--- config.mk ---
export PLATFORM = sky130hd
export DESIGN_NAME = bresenham_ray_walker
export DESIGN_NICKNAME = d
export VERILOG_FILES = /design/src/rtl/bresenham_pkg.sv /design/src/rtl/bresenham_setup.sv /design/src/rtl/bresenham_ray_walker.sv
export SDC_FILE = /design/constraint.sdc
export NUM_CORES = 1
export LEC_CHECK = 0
export CORE_MARGIN = 2
export CORE_UTILIZATION = 55
export DETAILED_ROUTE_END_ITERATION = 8
export PLACE_DENSITY_LB_ADDON = 0.1
export SYNTH_ARGS = -nofsm -noshare
export SYNTH_HDL_FRONTEND = slang
export SYNTH_HIERARCHICAL = 1
export SYNTH_SLANG_ARGS = --single-unit
--- constraint.sdc ---
create_clock -name clock -period 5.75 [get_ports clock]
set_input_delay 1.725 -clock clock [delete_from_list [all_inputs] [get_ports clock]]
set_output_delay 1.725 -clock clock [all_outputs]
set_load 0.005 [all_outputs]
--- src/rtl/bresenham_pkg.sv ---
// Shared types and helpers for the Bresenham ray walker.
package bresenham_pkg;

    localparam int unsigned GRID_INDEX_W = 16;

    typedef logic [GRID_INDEX_W-1:0]          index_t;
    typedef logic signed [GRID_INDEX_W:0]     delta_t;
    typedef logic signed [GRID_INDEX_W+1:0]   err_t;

    typedef enum logic [1:0] {
        IDLE,
        SETUP,
        WALK
    } walker_state_t;

    // Wide enough for any index width the walker is built with.
    function automatic logic [31:0] abs_diff(input logic [31:0] a, input logic [31:0] b);
        return (a > b) ? (a - b) : (b - a);
    endfunction

endpackage

--- src/rtl/bresenham_setup.sv ---
// Combinational per-ray setup terms: deltas, step directions and initial error.
module bresenham_setup
    import bresenham_pkg::*;
#(
    parameter int unsigned INDEX_W = 16
) (
    input  logic [INDEX_W-1:0]        x0,
    input  logic [INDEX_W-1:0]        y0,
    input  logic [INDEX_W-1:0]        x1,
    input  logic [INDEX_W-1:0]        y1,
    output logic signed [INDEX_W:0]   dx,
    output logic signed [INDEX_W:0]   dy,
    output logic                      sx_neg,
    output logic                      sy_neg,
    output logic signed [INDEX_W+1:0] err0
);

    logic [31:0] adx;
    logic [31:0] ady;
    logic        unused_hi;

    always_comb begin
        adx    = abs_diff(32'(x0), 32'(x1));
        ady    = abs_diff(32'(y0), 32'(y1));
        dx     = $signed(adx[INDEX_W:0]);
        dy     = -$signed(ady[INDEX_W:0]);
        sx_neg = !(x1 > x0);
        sy_neg = !(y1 > y0);
        err0   = (INDEX_W+2)'(dx) + (INDEX_W+2)'(dy);
    end

    assign unused_hi = ^{adx[31:INDEX_W+1], ady[31:INDEX_W+1]};

endmodule

--- src/rtl/bresenham_ray_walker.sv ---
// Full-octant streaming Bresenham walker: one cell per handshake, last cell flagged.
// Optional step limit enabled by defining BRESENHAM_MAX_STEPS_EN.
module bresenham_ray_walker
    import bresenham_pkg::*;
#(
    parameter int unsigned INDEX_W   = 16,
    parameter int unsigned MAX_STEPS = 1024,
    parameter int unsigned STEP_W    = $clog2(MAX_STEPS) + 1
) (
    input  logic               clock,
    input  logic               reset,
    input  logic               in_valid,
    output logic               in_ready,
    input  logic [INDEX_W-1:0] x0,
    input  logic [INDEX_W-1:0] y0,
    input  logic [INDEX_W-1:0] x1,
    input  logic [INDEX_W-1:0] y1,
    output logic               out_valid,
    input  logic               out_ready,
    output logic [INDEX_W-1:0] out_x,
    output logic [INDEX_W-1:0] out_y,
    output logic               out_last,
    output logic               out_truncated
);

    walker_state_t state;
    walker_state_t state_next;

    logic [INDEX_W-1:0]        cur_x;
    logic [INDEX_W-1:0]        cur_y;
    logic [INDEX_W-1:0]        end_x;
    logic [INDEX_W-1:0]        end_y;
    logic signed [INDEX_W:0]   dx_r;
    logic signed [INDEX_W:0]   dy_r;
    logic signed [INDEX_W:0]   dx_s;
    logic signed [INDEX_W:0]   dy_s;
    logic                      sx_neg_r;
    logic                      sy_neg_r;
    logic                      sx_neg_s;
    logic                      sy_neg_s;
    logic signed [INDEX_W+1:0] err_r;
    logic signed [INDEX_W+1:0] err0_s;
    logic signed [INDEX_W+1:0] e2;
    logic signed [INDEX_W+1:0] err_next;
    logic                      step_x;
    logic                      step_y;
    logic                      at_end;
    logic                      trunc_hit;
    logic                      fire;

    // cur_* already holds the start cell during SETUP, so it feeds the setup terms.
    bresenham_setup #(
        .INDEX_W(INDEX_W)
    ) u_setup (
        .x0     (cur_x),
        .y0     (cur_y),
        .x1     (end_x),
        .y1     (end_y),
        .dx     (dx_s),
        .dy     (dy_s),
        .sx_neg (sx_neg_s),
        .sy_neg (sy_neg_s),
        .err0   (err0_s)
    );

    assign at_end = (cur_x == end_x) && (cur_y == end_y);
    assign out_x  = cur_x;
    assign out_y  = cur_y;

`ifdef BRESENHAM_MAX_STEPS_EN
    logic [STEP_W-1:0] step_cnt;
    assign trunc_hit = (step_cnt == STEP_W'(MAX_STEPS - 1)) && !at_end;
`else
    logic [STEP_W-1:0] unused_step_limit;
    assign unused_step_limit = STEP_W'(MAX_STEPS - 1);
    assign trunc_hit         = 1'b0;
`endif

    always_comb begin
        e2       = err_r <<< 1;
        step_x   = (e2 >= (INDEX_W+2)'(dy_r));
        step_y   = (e2 <= (INDEX_W+2)'(dx_r));
        err_next = err_r;
        if (step_x) err_next = err_next + (INDEX_W+2)'(dy_r);
        if (step_y) err_next = err_next + (INDEX_W+2)'(dx_r);
    end

    always_comb begin
        state_next    = state;
        in_ready      = 1'b0;
        out_valid     = 1'b0;
        out_last      = 1'b0;
        out_truncated = 1'b0;
        fire          = 1'b0;
        case (state)
            IDLE: begin
                in_ready = 1'b1;
                if (in_valid) state_next = SETUP;
            end
            SETUP: state_next = WALK;
            WALK: begin
                out_valid     = 1'b1;
                out_last      = at_end || trunc_hit;
                out_truncated = trunc_hit;
                fire          = out_ready;
                if (out_ready && out_last) state_next = IDLE;
            end
            default: state_next = IDLE;
        endcase
    end

    always_ff @(posedge clock) begin
        if (reset) state <= IDLE;
        else       state <= state_next;
    end

    always_ff @(posedge clock) begin
        if (reset) begin
            cur_x    <= '0;
            cur_y    <= '0;
            end_x    <= '0;
            end_y    <= '0;
            dx_r     <= '0;
            dy_r     <= '0;
            sx_neg_r <= 1'b0;
            sy_neg_r <= 1'b0;
            err_r    <= '0;
`ifdef BRESENHAM_MAX_STEPS_EN
            step_cnt <= '0;
`endif
        end else begin
            case (state)
                IDLE: begin
                    if (in_valid) begin
                        cur_x <= x0;
                        cur_y <= y0;
                        end_x <= x1;
                        end_y <= y1;
                    end
                end
                SETUP: begin
                    dx_r     <= dx_s;
                    dy_r     <= dy_s;
                    sx_neg_r <= sx_neg_s;
                    sy_neg_r <= sy_neg_s;
                    err_r    <= err0_s;
`ifdef BRESENHAM_MAX_STEPS_EN
                    step_cnt <= '0;
`endif
                end
                WALK: begin
                    if (fire && !out_last) begin
                        err_r <= err_next;
                        if (step_x) cur_x <= sx_neg_r ? cur_x - INDEX_W'(1) : cur_x + INDEX_W'(1);
                        if (step_y) cur_y <= sy_neg_r ? cur_y - INDEX_W'(1) : cur_y + INDEX_W'(1);
`ifdef BRESENHAM_MAX_STEPS_EN
                        step_cnt <= step_cnt + STEP_W'(1);
`endif
                    end
                end
                default: ;
            endcase
        end
    end

endmodule

==> impl_metrics.yaml <==
outcome:
  outcome: "complete, no violations"
sta:
  fin_crit_ps: 5480
  drv_slew: 0
  final.period_utilization_pct: 95.3
  setup_viol: 0
  worstMarginPinSlew_ps: 973
  fin_worst_skew_ps: 9.57
  hold_viol: 0
  relSlewSlack_pct: 34.9
  fmax_mhz: 182
setup_path:
  arrival_ps: 5790
  rr_endpoint: "err_r[14]$_SDFFE_PP0P_"
  startpoint_type: "register"
  worst-path-max-fanout: 8
  cp.required_ps: 6060
  worstSetupEndpointType: "register"
  worst_r2r_startpoint: "out_y[1]$_SDFFE_PP0P_"
  path_class: "register to register"
  r2r_slack_ps: 270
  reg2reg_depth: 26
pwr:
  p_total_mw: 8.05
  ir_worst_vdd_v: 0.000471
  p_per_area_nw_per_um2: 509
  p_sw_mw: 3.92
  swShare_pct: 48.6
  power.leakage_nw: 6.92
  p_int_mw: 4.13
  p_clk_share_pct: 13.4
  power_frac_comb_pct: 73.0
  p_seq_share_pct: 13.6
logic_synthesis:
  avgSynthCellArea_um2: 7.43
  syn-instance-count: 1808
  syn_area_um2: 13400
  yosys_warnings: 6
  synth_fp_nets: 2061
clocking:
  holdBufCountCts: 0
  cts_buffer_depth: 2
  worst_skew_pair.late_latency_ps: 420
  cts_tree: "yes"
  cts-root-buf: "clkbuf_16"
  htree_levels: 4
  cts_setup_buffers: 0
  ctsResizeCount: 0
  numCtsBuffers: 17
  cts_sinks: 119
  clk_pin_slew_worst_paths_ps: 60
worst_hold_path:
  hp-class: "register to register"
  hp-start: "dy_r[16]$_SDFFE_PP0P_"
  whs_endpoint: "dy_r[16]$_SDFFE_PP0P_"
  min_path_cells: 2
place:
  post-dp-hpwl_um: 32500
  portBuffers: 102
  gp_congestion: 0.966
route:
  vias_per_cell: 5.96
  postRouteAntennaNets: 0
  drt-total-wl_um: 40900
  dr.first_iter.drc_count: 1079
  vias: 13500
  dr.pass1.iters: 6
  route.detailed.wl_per_inst_um: 18.1
  remaining_drc_errors: 0
layout:
  syn_to_final_growth_pct: 17.6
  fin_util_pct: 65.4
  fill_cells: 2190
  fin_nets: 2184
  n_antenna_cell: 0
  drive_gt1_share_pct: 9.98
global_routing:
  grt_max_degree: 58
  grt_pass1_vias: 12900
  grt_pass1_wl_um: 65900
  grtUsageTotal_pct: 31.6
  antenna_found_initial: 0
  gr-total-overflow: 0
floorplan:
  core_um2: 24200
  die_area_um2: 25700
  start_util_pct: 55.6
  io_pins: 104
  rows: 57
  die_x_um: 160
  die_h_um: 160
job:
  drv_cap: 0
[state kept, by name, summed over array words and instances, names as in the netlist, 2 cells and up]
name,cells
out_x,16
dx_r,17
out_y,16
state,2
end_y,16
end_x,16
err_r,17
dy_r,17
[layout by cell type (no fill, tap or decap), drive strengths merged, types with 20 or more instances in the layout]
master / instances
inv: 137
xnor2: 64
o21ai: 87
nand3: 39
o21a: 23
nor2: 129
nor3: 44
nand2: 244
mux2: 20
a21oi: 183
clkdlybuf4s50: 101
a21o: 32
buf: 80
nand4: 21
ha: 176
nor2b: 24
a211oi: 32
xor2: 61
mux2i: 20
dfxtp: 119
[worst max-delay path, cell delays in order (launching register included)]
cell and delay, ps:
dfxtp_1 320, inv_1 70, ha_1 330, nor2b_1 160
o31a_2 310, o31a_4 410, a31o_4 290, a211oi_1 240
xor2_1 270, and2_4 210, nor2_1 60, ha_1 340
a21o_1 210, a21oi_1 220, o21bai_1 110, a21oi_2 190
o21bai_1 100, a211o_1 340, a2111oi_2 300, buf_4 180
o31ai_1 70, a21oi_1 210, xnor2_1 90, nand2_1 60
nor2_1 40, a21oi_1 120, o21ai_0 90
[metrics by stage]
stage               std cells  area [um2]  TNS (ps)  hold slack (ps)  worst slack (ps)
floorplan                1808       13400         0              436               129
global placement         2236       15200         0              445               241
detailed placement       2236       15200         0              454               109
CTS                      2268       15700         0              462              31.4
global route             2268       15800     -21.6              486             -21.6
finish                   2268       15800         0              458               268
[worst max-delay path by stage]
stage | from | endpoint | slack (ps) | depth (start not counted)
floorplan | out_y[1]$_SDFFE_PP0P_ | err_r[14]$_SDFFE_PP0P_ | 130 | 27
global placement | out_y[7]$_SDFFE_PP0P_ | err_r[14]$_SDFFE_PP0P_ | 240 | 26
global route | out_y[1]$_SDFFE_PP0P_ | err_r[14]$_SDFFE_PP0P_ | -20 | 26
finish | out_y[1]$_SDFFE_PP0P_ | err_r[14]$_SDFFE_PP0P_ | 270 | 26
CTS | out_y[7]$_SDFFE_PP0P_ | err_r[14]$_SDFFE_PP0P_ | 30 | 26
detailed placement | out_y[7]$_SDFFE_PP0P_ | err_r[14]$_SDFFE_PP0P_ | 110 | 26
[power by group through the flow]
stage / clock network, mW / logic [mW] / registers [mW]
after floorplan: 0 / 4.14 / 1.11
after global placement: 0 / 5.56 / 1.10
after detailed placement: 0 / 5.65 / 1.11
after CTS: 1.08 / 5.73 / 1.09
after global routing: 1.12 / 6.40 / 1.12
final: 1.07 / 5.88 / 1.10
[final cells by class]
type / instances / area [um2] / share of cell area (%)
Timing Repair Buffer: 181 / 1620 / 10.2
Inverter: 136 / 510 / 3.23
Sequential cell: 119 / 2390 / 15.1
Clock inverter: 14 / 151 / 0.958
Tap cell: 324 / 405 / 2.56
Multi-Input combinational cell: 1476 / 10300 / 65.2
Clock buffer: 18 / 439 / 2.78
[layer usage]
layer	part of all wire (%)	up-vias	GRT usage [%]
li1	-	6695	-
met1	45	6275	41.3
met2	45	468	52.2
met3	6.4	75	4.67
met4	3.6	0	13.5
met5	0	-	0
Note: power is estimated with default switching activity, not from simulation.
